File: src/rtl/booth_mult_arbiter_if.sv
`timescale 1ns/1ps
`default_nettype none
// +----------------------------------------------------------------------------+
// | Module   : booth_mult_arbiter_if                                            |
// | Purpose  : Bundles the client request/response bus and the shared Booth     |
// |            multiplier start/done bus used by booth_mult_arbiter.            |
// | Signals  : req/req_a/req_b      client requests and packed operands         |
// |            gnt                  one-hot operand-capture pulse               |
// |            rsp_valid/rsp_ready  one-hot response handshake                  |
// |            rsp_product/rsp_err  shared response payload                     |
// |            mul_a/mul_b          operands to the multiplier                  |
// |            mul_clr/mul_start    multiplier control pulses                   |
// |            mul_done/mul_product multiplier result                           |
// |            busy                 arbiter not idle                            |
// | Modports : master = arbiter side, slave = clients + multiplier side         |
// | Revision : 1.0 - initial release                                            |
// +----------------------------------------------------------------------------+
interface booth_mult_arbiter_if #(
  parameter int NREQ  = 4,
  parameter int WIDTH = 8
);
  logic [NREQ-1:0]       req;
  logic [NREQ*WIDTH-1:0] req_a;
  logic [NREQ*WIDTH-1:0] req_b;
  logic [NREQ-1:0]       gnt;
  logic [NREQ-1:0]       rsp_valid;
  logic [NREQ-1:0]       rsp_ready;
  logic [2*WIDTH-1:0]    rsp_product;
  logic                  rsp_err;
  logic [WIDTH-1:0]      mul_a;
  logic [WIDTH-1:0]      mul_b;
  logic                  mul_clr;
  logic                  mul_start;
  logic                  mul_done;
  logic [2*WIDTH-1:0]    mul_product;
  logic                  busy;

  modport master (
    input  req, req_a, req_b, rsp_ready, mul_done, mul_product,
    output gnt, rsp_valid, rsp_product, rsp_err, mul_a, mul_b,
           mul_clr, mul_start, busy
  );

  modport slave (
    output req, req_a, req_b, rsp_ready, mul_done, mul_product,
    input  gnt, rsp_valid, rsp_product, rsp_err, mul_a, mul_b,
           mul_clr, mul_start, busy
  );
endinterface
`default_nettype wire

File: src/rtl/booth_mult_arbiter.sv
`timescale 1ns/1ps
`default_nettype none
// +----------------------------------------------------------------------------+
// | Module   : booth_mult_arbiter                                               |
// | Purpose  : Shares one sequential Booth multiplier between NREQ clients.     |
// |            Round-robin arbitration, operand capture, clear/start of the     |
// |            multiplier, watchdog-guarded wait for done, and return of the    |
// |            product over a per-client valid/ready handshake.                 |
// | Ports    : clk    - clock, rising edge                                      |
// |            rst_n  - asynchronous active-low reset                           |
// |            bus    - booth_mult_arbiter_if.master (client + multiplier bus)  |
// | Params   : NREQ (2..8), WIDTH (operand bits), TIMEOUT (watchdog cycles)     |
// | Revision : 1.0 - initial release                                            |
// +----------------------------------------------------------------------------+
module booth_mult_arbiter #(
  parameter int NREQ    = 4,
  parameter int WIDTH   = 8,
  parameter int TIMEOUT = 40
) (
  input  wire logic            clk,
  input  wire logic            rst_n,
  booth_mult_arbiter_if.master bus
);

  localparam int          PW        = (NREQ > 1) ? $clog2(NREQ) : 1;
  localparam logic [PW:0] c_NREQ    = (PW+1)'(NREQ);
  localparam logic [15:0] c_TIMEOUT = 16'(TIMEOUT);

  localparam logic [2:0] c_ST_IDLE  = 3'd0;
  localparam logic [2:0] c_ST_LOAD  = 3'd1;
  localparam logic [2:0] c_ST_START = 3'd2;
  localparam logic [2:0] c_ST_WAIT  = 3'd3;
  localparam logic [2:0] c_ST_RESP  = 3'd4;

  logic [2:0]         r_state;
  logic [PW-1:0]      r_ptr;
  logic [PW-1:0]      r_owner;
  logic [15:0]        r_wdog;
  logic [NREQ-1:0]    r_gnt;
  logic [NREQ-1:0]    r_rsp_valid;
  logic [2*WIDTH-1:0] r_rsp_product;
  logic               r_rsp_err;
  logic [WIDTH-1:0]   r_mul_a;
  logic [WIDTH-1:0]   r_mul_b;
  logic               r_mul_clr;
  logic               r_mul_start;
  logic               r_busy;

  // Per-client operand views of the packed request buses.
  logic [WIDTH-1:0] w_a [NREQ];
  logic [WIDTH-1:0] w_b [NREQ];

  generate
    for (genvar gi = 0; gi < NREQ; gi++) begin : g_unpack
      assign w_a[gi] = bus.req_a[gi*WIDTH +: WIDTH];
      assign w_b[gi] = bus.req_b[gi*WIDTH +: WIDTH];
    end
  endgenerate

  // Round-robin pick: first asserted request scanning from r_ptr upward,
  // wrapping modulo NREQ (which need not be a power of two).
  logic [PW:0]   w_idx;
  logic [PW-1:0] w_winner;
  logic          w_found;

  always_comb begin
    w_found  = 1'b0;
    w_winner = '0;
    w_idx    = '0;
    for (int k = 0; k < NREQ; k++) begin
      w_idx = {1'b0, r_ptr} + (PW+1)'(k);
      if (w_idx >= c_NREQ) begin
        w_idx = w_idx - c_NREQ;
      end
      if (!w_found && bus.req[w_idx[PW-1:0]]) begin
        w_found  = 1'b1;
        w_winner = w_idx[PW-1:0];
      end
    end
  end

  // Owner becomes lowest priority once its response completes.
  logic [PW:0]     w_owner_inc;
  logic [PW-1:0]   w_next_ptr;
  logic [NREQ-1:0] w_winner_oh;
  logic [NREQ-1:0] w_owner_oh;

  always_comb begin
    w_owner_inc = {1'b0, r_owner} + (PW+1)'(1);
    w_next_ptr  = (w_owner_inc == c_NREQ) ? '0 : w_owner_inc[PW-1:0];
    w_winner_oh = {{(NREQ-1){1'b0}}, 1'b1} << w_winner;
    w_owner_oh  = {{(NREQ-1){1'b0}}, 1'b1} << r_owner;
  end

  always_ff @(posedge clk or negedge rst_n) begin
    if (!rst_n) begin
      r_state       <= c_ST_IDLE;
      r_ptr         <= '0;
      r_owner       <= '0;
      r_wdog        <= '0;
      r_gnt         <= '0;
      r_rsp_valid   <= '0;
      r_rsp_product <= '0;
      r_rsp_err     <= 1'b0;
      r_mul_a       <= '0;
      r_mul_b       <= '0;
      r_mul_clr     <= 1'b0;
      r_mul_start   <= 1'b0;
      r_busy        <= 1'b0;
    end else begin
      // gnt, mul_clr and mul_start are single-cycle pulses.
      r_gnt       <= '0;
      r_mul_clr   <= 1'b0;
      r_mul_start <= 1'b0;

      case (r_state)
        c_ST_IDLE: begin
          if (w_found) begin
            r_owner   <= w_winner;
            r_mul_a   <= w_a[w_winner];
            r_mul_b   <= w_b[w_winner];
            r_gnt     <= w_winner_oh;
            r_mul_clr <= 1'b1;
            r_busy    <= 1'b1;
            r_state   <= c_ST_LOAD;
          end
        end

        c_ST_LOAD: begin
          r_mul_start <= 1'b1;
          r_state     <= c_ST_START;
        end

        c_ST_START: begin
          r_wdog  <= c_TIMEOUT;
          r_state <= c_ST_WAIT;
        end

        c_ST_WAIT: begin
          // Done is checked before the watchdog so a late done still wins.
          if (bus.mul_done) begin
            r_rsp_product <= bus.mul_product;
            r_rsp_err     <= 1'b0;
            r_rsp_valid   <= w_owner_oh;
            r_state       <= c_ST_RESP;
          end else if (r_wdog <= 16'd1) begin
            r_wdog        <= '0;
            r_rsp_product <= '0;
            r_rsp_err     <= 1'b1;
            r_rsp_valid   <= w_owner_oh;
            r_state       <= c_ST_RESP;
          end else begin
            r_wdog <= r_wdog - 16'd1;
          end
        end

        c_ST_RESP: begin
          if (bus.rsp_ready[r_owner]) begin
            r_rsp_valid <= '0;
            r_ptr       <= w_next_ptr;
            r_busy      <= 1'b0;
            r_state     <= c_ST_IDLE;
          end
        end

        default: begin
          r_rsp_valid <= '0;
          r_busy      <= 1'b0;
          r_state     <= c_ST_IDLE;
        end
      endcase
    end
  end

  assign bus.gnt         = r_gnt;
  assign bus.rsp_valid   = r_rsp_valid;
  assign bus.rsp_product = r_rsp_product;
  assign bus.rsp_err     = r_rsp_err;
  assign bus.mul_a       = r_mul_a;
  assign bus.mul_b       = r_mul_b;
  assign bus.mul_clr     = r_mul_clr;
  assign bus.mul_start   = r_mul_start;
  assign bus.busy        = r_busy;

endmodule
`default_nettype wire

File: src/flat_wrapper.sv
// flat-port wrapper written by rule: the top's interface ports become plain ports
module booth_mult_arbiter_flat 
#(
  parameter int NREQ    = 4,
  parameter int WIDTH   = 8,
  parameter int TIMEOUT = 40
)
  (clk, rst_n, bus_req, bus_req_a, bus_req_b, bus_rsp_ready, bus_mul_done, bus_mul_product, bus_gnt, bus_rsp_valid, bus_rsp_product, bus_rsp_err, bus_mul_a, bus_mul_b, bus_mul_clr, bus_mul_start, bus_busy);
  booth_mult_arbiter_if #(.NREQ(NREQ), .WIDTH(WIDTH)) bus_i ();
  input  wire logic clk;
  input  wire logic rst_n;
  input wire logic [$bits(bus_i.req)-1:0] bus_req;
  input wire logic [$bits(bus_i.req_a)-1:0] bus_req_a;
  input wire logic [$bits(bus_i.req_b)-1:0] bus_req_b;
  input wire logic [$bits(bus_i.rsp_ready)-1:0] bus_rsp_ready;
  input wire logic [$bits(bus_i.mul_done)-1:0] bus_mul_done;
  input wire logic [$bits(bus_i.mul_product)-1:0] bus_mul_product;
  output wire logic [$bits(bus_i.gnt)-1:0] bus_gnt;
  output wire logic [$bits(bus_i.rsp_valid)-1:0] bus_rsp_valid;
  output wire logic [$bits(bus_i.rsp_product)-1:0] bus_rsp_product;
  output wire logic [$bits(bus_i.rsp_err)-1:0] bus_rsp_err;
  output wire logic [$bits(bus_i.mul_a)-1:0] bus_mul_a;
  output wire logic [$bits(bus_i.mul_b)-1:0] bus_mul_b;
  output wire logic [$bits(bus_i.mul_clr)-1:0] bus_mul_clr;
  output wire logic [$bits(bus_i.mul_start)-1:0] bus_mul_start;
  output wire logic [$bits(bus_i.busy)-1:0] bus_busy;
  assign bus_i.req = bus_req;
  assign bus_i.req_a = bus_req_a;
  assign bus_i.req_b = bus_req_b;
  assign bus_i.rsp_ready = bus_rsp_ready;
  assign bus_i.mul_done = bus_mul_done;
  assign bus_i.mul_product = bus_mul_product;
  assign bus_gnt = bus_i.gnt;
  assign bus_rsp_valid = bus_i.rsp_valid;
  assign bus_rsp_product = bus_i.rsp_product;
  assign bus_rsp_err = bus_i.rsp_err;
  assign bus_mul_a = bus_i.mul_a;
  assign bus_mul_b = bus_i.mul_b;
  assign bus_mul_clr = bus_i.mul_clr;
  assign bus_mul_start = bus_i.mul_start;
  assign bus_busy = bus_i.busy;
  booth_mult_arbiter #(.NREQ(NREQ), .WIDTH(WIDTH), .TIMEOUT(TIMEOUT)) u_core (.clk(clk), .rst_n(rst_n), .bus(bus_i));
endmodule
File: config.mk
export PLATFORM = sky130hd
export DESIGN_NAME = booth_mult_arbiter_flat
export DESIGN_NICKNAME = d
export VERILOG_FILES = /design/src/rtl/booth_mult_arbiter_if.sv /design/src/rtl/booth_mult_arbiter.sv /design/src/flat_wrapper.sv
export SDC_FILE = /design/constraint.sdc
export NUM_CORES = 1
export LEC_CHECK = 0
export BUFFER_PORTS_ARGS = -buffer_cell sky130_fd_sc_hd__buf_2
export CORE_ASPECT_RATIO = 0.9
export CORE_MARGIN = 2
export CORE_UTILIZATION = 54
export DETAILED_ROUTE_END_ITERATION = 10
export GPL_ROUTABILITY_DRIVEN = 0
export PLACE_DENSITY_LB_ADDON = 0.12
export SLEW_MARGIN = 10
export SYNTH_ARGS = -nofsm -noshare
export SYNTH_HDL_FRONTEND = slang
export SYNTH_SLANG_ARGS = --single-unit
File: constraint.sdc
create_clock -name clk -period 3 [get_ports clk]
set_input_delay 0.15 -clock clk [delete_from_list [all_inputs] [get_ports clk]]
set_output_delay 0.15 -clock clk [all_outputs]
set_load 0.005 [all_outputs]
-- Yosys cells after proc, flatten, opt, wreduce, memory -nomap -nowiden
Index checks and enable logic that the tools add are counted.
- $lt $le $gt $ge: 11
- shift operators: 2
- eq/ne operators: 9
- add/subtract/negate cells: 9
- multiplexer cells: 53
- multiply operators: 0
- reduce and logical (&&, ||, !) cells: 18
- bitwise gates (word level): 3
- divide/modulo/power cells: 0
- operators by type and width (operator ; number):
    16-bit 2-to-1 mux ; 4
    8-bit binary-select mux with 2-bit select ; 2
    8-bit 2-to-1 mux ; 4
    16-bit case mux with 2 select lines ; 1
    4-bit 2-to-1 mux ; 5
    2-bit 2-to-1 mux ; 9
    16-bit by 1-bit <= comparator with 1-bit output (second input constant) ; 1
    1-bit 2-to-1 mux ; 16
    16-bit by 1-bit subtractor with 16-bit output (second input constant) ; 1
    2-bit by 3-bit less-than comparator with 1-bit output (second input constant) ; 5
    3-bit case mux with 5 select lines ; 1
    3-bit greater-or-equal comparator (second input constant) ; 4
    3-bit 2-to-1 mux ; 4
    4-bit case mux with 3 select lines ; 1
    1-bit binary-select mux with 2-bit select ; 5
    3-bit AND reduction ; 3
    2-bit AND reduction ; 4
    1-bit by 2-bit left shift with 4-bit output (first input constant) ; 2
    2-bit by 1-bit subtractor with 2-bit output (second input constant) ; 4
    2-bit by 1-bit adder with 3-bit output (second input constant) ; 2
    2-bit by 2-bit adder with 3-bit output (second input constant) ; 2
    3-bit by 2-bit == test with 1-bit output (second input constant) ; 2
    3-bit == test (second input constant) ; 2
    3-bit OR reduction ; 2
    other kinds (12) ; 19
- output and inout bits: 44
- latch bits: 0
- register bits: 67
- bits in writable memories: 0
- memory bits (read-only): 0
- word-level logic and storage cells: 118
- memories kept: 0

-- Depth between registers and ports, before layout
- depth after elaboration: 18
- gate-level depth with buffers: 9
- mapped depth without buffers: 7

-- Worst setup path before layout
OpenSTA, ideal clock, no wires.
- path kind: reg2reg
- start point: reg u_core.r_ptr[1]
- end point: reg u_core.r_mul_a[0], in the netlist u_core.bus.mul_a[0]
- library setup time: 126 ps
- setup slack: 1075 ps
- cell stages (with the launch flop): 8
- required time: 2874 ps
- arrival: 1799 ps
- cells stage by stage: dfrtp_1 mux2i_1 or2_2 buf_4 nand3_4 buf_6 mux2_1 a221o_1
- longest elaborated chain between the ends: 18
- elaborated cells between the ends (all ways): 42
- those cells by class: 7 x add/sub; 4 x order compare; 23 x mux; 1 x bitwise; 7 x reduce/logical
- ends and longest elaborated chain (item ; RTL line ; RTL):
    from (decl) ; booth_mult_arbiter.sv:36 ; logic [PW-1:0] r_ptr;
    from (signal assigned) ; booth_mult_arbiter.sv:160 ; r_ptr <= w_next_ptr;
    branches (longest 18 deep; another with 2-bit by 1-bit adder with 3-bit output) ; -- ;
    to (signal assigned) ; booth_mult_arbiter.sv:120 ; r_mul_a <= w_a[w_winner];
    to (decl) ; booth_mult_arbiter.sv:43 ; logic [WIDTH-1:0] r_mul_a;
Parallel ways; which one is timed is not known. The select of a mux whose other input is x is not followed.
A chain may end at the register's enable or synchronous reset.

-- Worst setup path after layout
- start point: reg u_core.r_state[0]
- end point: reg u_core.r_mul_a[1], in the netlist u_core.bus.mul_a[1]
- longest elaborated chain between the ends: 2
- ends and longest elaborated chain (item ; RTL line ; RTL):
    from (decl) ; booth_mult_arbiter.sv:35 ; logic [2:0] r_state;
    from (signal assigned) ; booth_mult_arbiter.sv:97 ; r_state <= c_ST_IDLE;
    from (signal assigned) ; booth_mult_arbiter.sv:125 ; r_state <= c_ST_LOAD;
    from (signal assigned) ; booth_mult_arbiter.sv:131 ; r_state <= c_ST_START;
    3-bit zero test ; booth_mult_arbiter.sv:116 ; case (r_state)
    2-bit AND reduction (no source line) ; -- ;
No other way between the ends.

==> run summary <==
sequential cell area - 0.00168 sq mm
Crit Path Class - reg -> reg
net switching power - 0.00153 W
max-cap violations - 0
clock period minus worst slack - 2.19 ns
number of fillers in the final layout - 520
setup clock skew after layout - 0.0126 ns
number of buffers added by the clock tree synthesis step - 9
H-tree levels - 3
Syn. warnings - 0
setup fix buffers added after clock tree synthesis - 0
maximum fanout count along the critical path - 15
Buffers on Ports - 134
worst setup timing slack at the placement stage - 0.787 ns
Chip Width - 90.6 um
Critical Path RT - 3.28 ns
Yosys top cell by area - sky130_fd_sc_hd__dfrtp_1
initial antenna violation count - 0
kind of capture point of the worst setup path - flop
Worst-Margin Slew - 1.17 ns
via count of the routed design - 3,335
Post-layout nets - 577
total internal power - 0.00242 W
global router's overall resource usage - 0.258
post-route fraction of the period consumed by the critical path - 0.730
Boundary Pins - 135
Total Routed Length - 9150 um
final setup margin - 0.809 ns
clock transition at the registers of the reported paths - 0.08 ns
Primary FF master, synth - sky130_fd_sc_hd__dfrtp_1
post-synthesis cell count - 352
count of cell types in the netlist - 55
fraction of power consumed by combinational cells - 0.425
Clock power frac - 0.193
highest attainable clock frequency - 456 MHz
most numerous cell in the Yosys netlist - sky130_fd_sc_hd__dfrtp_1
number of clock sinks seen by CTS - 67
leading post-synthesis cells by instance count - sky130_fd_sc_hd__dfrtp_1, sky130_fd_sc_hd__a21oi_1, sky130_fd_sc_hd__nand2_1, sky130_fd_sc_hd__a22o_1, sky130_fd_sc_hd__nor2_1
library cell used as clock root buffer - sky130_fd_sc_hd__clkbuf_8
proportion of total power due to net switching - 0.386
proportion of netlist area held by the largest area contributor - 0.460
net count after synthesis - 449
P&R area growth vs syn - 24.9%
via count of the first global-routing pass - 3,281
Antenna Nets Post-Route - 0
Hold Violations, Final - 0
overall die height - 82.0 um
latest clock arrival within the worst-skew pair - 0.35 ns
row cnt - 28
global route total overflow - 0
CTS tree - done
syn avg cell area - 10.4 sq um
Starting Density - 0.557
outcome - completed
DP Wirelength - 6580 um
Ant. Diodes - 0
first-pass GRT wire length - 15,200 um
drt first-iter violations - 123
count of flip-flops with a built-in enable after synthesis - 0
fraction of registers with async set/reset - 1.00
area of the multi-input gates - 0.00181 sq mm
classification of the worst-slack hold path - in -> reg
proportion of synthesized chip area in sequential cells - 0.460
Final Slew Violations - 0
power per standard cell area - 867 mW/mm^2
share of cells above drive strength 1 - 0.369
total negative slack for setup checks - 0 ns
number of buffers on the longest clock path - 2
leakage power figure - 2.27 nW
Final setup violation count - 0
post-synthesis sequential element count - 67
worst ir drop on vdd - 420 uV
RSZ-0062 raised after global routing - false
core area - 0.00655 sq mm
worst slew margin relative to its limit - 0.218
number of design rule violations left after detail routing - 0
post-DR vias/cell - 5.80
largest cells by area after synthesis - sky130_fd_sc_hd__dfrtp_1, sky130_fd_sc_hd__a22o_1, sky130_fd_sc_hd__a21oi_1
pin count of the biggest net entering global routing - 34
sequential share of power - 0.381
combined area of all synthesized cells - 0.00365 sq mm
routed wire length per instance - 15.9 um
Pre-Repair DR Iteration Count - 5
Critical Path AT - 2.47 ns
area of the die - 0.00743 sq mm
Critical Path Source Type - flop
cells by family (layout without fill, tap and decap cells):
group | after synthesis | after routing | synth area share
AOI/OAI and AO/OA | 115 | 115 | 0.226
and+or+nand+nor | 104 | 104 | 0.169
DFF | 67 | 67 | 0.460
buffers and inverters | 34 | 167 | 0.0449
muxes | 25 | 25 | 0.0772
adders and majority gates | 6 | 6 | 0.0206
xor gates and xnor gates | 1 | 1 | 0.00240
worst paths after layout:
check	from	to	slack, ns	cells after the start
max	u_core.r_state[0]	u_core.bus.mul_a[1]	0.81	4
min	bus_mul_product[13]	u_core.bus.rsp_product[13]	0.02	2
max reg2reg	u_core.r_state[0]	u_core.bus.mul_a[1]	0.81	4
min reg2reg	u_core.bus.mul_b[4]	u_core.bus.mul_b[4]	0.50	2
max in group asynchronous	rst_n	u_core.r_wdog[3]	1.84	3
min in group asynchronous	rst_n	u_core.r_wdog[12]	0.41	2
flip-flops by register name, summed over array words and instances, names as in the netlist:
| register | cells |
|---|---|
| u_core.bus.rsp_product | 16 |
| u_core.r_wdog | 16 |
| u_core.bus.mul_a | 8 |
| u_core.bus.mul_b | 8 |
| u_core.bus.gnt | 4 |
| u_core.bus.rsp_valid | 4 |
| u_core.r_state | 3 |
| u_core.r_owner | 2 |
| u_core.r_ptr | 2 |
| u_core.bus.busy | 1 |
| u_core.bus.mul_clr | 1 |
| u_core.bus.mul_start | 1 |
| u_core.bus.rsp_err | 1 |
metrics by stage:
stage	instances	util	power (W)	area [sq um]	hold slack (ns)
floorplan	352	-	0.00265	3650	-0.146
global placement	558	0.663	0.00315	4340	0.251
detailed placement	558	0.663	0.00319	4340	0.272
CTS	575	0.695	0.00397	4550	0.0100
global route	575	0.695	0.00426	4550	0.0186
finish	575	0.695	0.00395	4550	0.0241
what timing repair did:
| item | 4_1_cts | 5_1_grt |
|---|---|---|
| hold endpoints to repair | 31 | 0 |
| hold buffers | 1 | 0 |
| gates resized for setup | 0 | 0 |
| setup endpoints to repair | 0 | 0 |
final cells by class:
class | count | area share
Clock buffer | 11 | 0.0310
Clock inverter | 5 | 0.0135
Inverter | 12 | 0.00989
Multi-Input combinational cell | 251 | 0.397
Sequential cell | 67 | 0.368
Tap cell | 90 | 0.0247
Timing Repair Buffer | 139 | 0.156
critical path, stage by stage, from the launching register on:
cell,delay (ns)
sky130_fd_sc_hd__dfrtp_1,0.51
sky130_fd_sc_hd__nor3_1,0.31
sky130_fd_sc_hd__nand2b_1,0.18
sky130_fd_sc_hd__nor3_2,0.85
sky130_fd_sc_hd__a221o_1,0.28
cells in the final DEF, fill, tap and decap left out, types with 3 or more instances in the layout:
| cell | synthesis | routed |
|---|---|---|
| sky130_fd_sc_hd__buf_2 | 6 | 134 |
| sky130_fd_sc_hd__dfrtp_1 | 67 | 67 |
| sky130_fd_sc_hd__a21oi_1 | 29 | 29 |
| sky130_fd_sc_hd__nand2_1 | 27 | 27 |
| sky130_fd_sc_hd__nor2_1 | 17 | 17 |
| sky130_fd_sc_hd__a22o_1 | 17 | 17 |
| sky130_fd_sc_hd__nand4_1 | 16 | 16 |
| sky130_fd_sc_hd__o31ai_1 | 15 | 15 |
| sky130_fd_sc_hd__a221o_1 | 14 | 14 |
| sky130_fd_sc_hd__o21ai_0 | 13 | 13 |
| sky130_fd_sc_hd__inv_1 | 11 | 11 |
| sky130_fd_sc_hd__a31oi_1 | 11 | 11 |
| sky130_fd_sc_hd__clkbuf_8 | 0 | 10 |
| sky130_fd_sc_hd__mux2i_1 | 9 | 9 |
| sky130_fd_sc_hd__mux2_2 | 8 | 8 |
| sky130_fd_sc_hd__nor3_1 | 7 | 7 |
| sky130_fd_sc_hd__mux2_1 | 7 | 7 |
| sky130_fd_sc_hd__nand2b_1 | 6 | 6 |
| sky130_fd_sc_hd__ha_1 | 6 | 6 |
| sky130_fd_sc_hd__a21o_1 | 4 | 4 |
| sky130_fd_sc_hd__buf_4 | 3 | 4 |
| sky130_fd_sc_hd__nor3b_1 | 3 | 3 |
| sky130_fd_sc_hd__nor2b_1 | 3 | 3 |
| sky130_fd_sc_hd__nand3_1 | 3 | 3 |
power groups by stage:
stage / Combinational (W) / Clock (W) / Sequential [W]
after global routing: 0.00189 / 0.000814 / 0.00156
after floorplan: 0.00118 / 0 / 0.00147
after CTS: 0.00169 / 0.000779 / 0.00150
final: 0.00168 / 0.000764 / 0.00150
after global placement: 0.00164 / 0 / 0.00151
after detailed placement: 0.00169 / 0 / 0.00150
per-layer routing:
layer,vias to the layer above,global-route usage,wire length (um)
li1,1592,-,-
met1,1586,0.336,3900
met2,143,0.423,4450
met3,14,0.0550,649
met4,0,0.117,141
met5,-,0,0
Note: power is estimated with default switching activity, not from simulation.
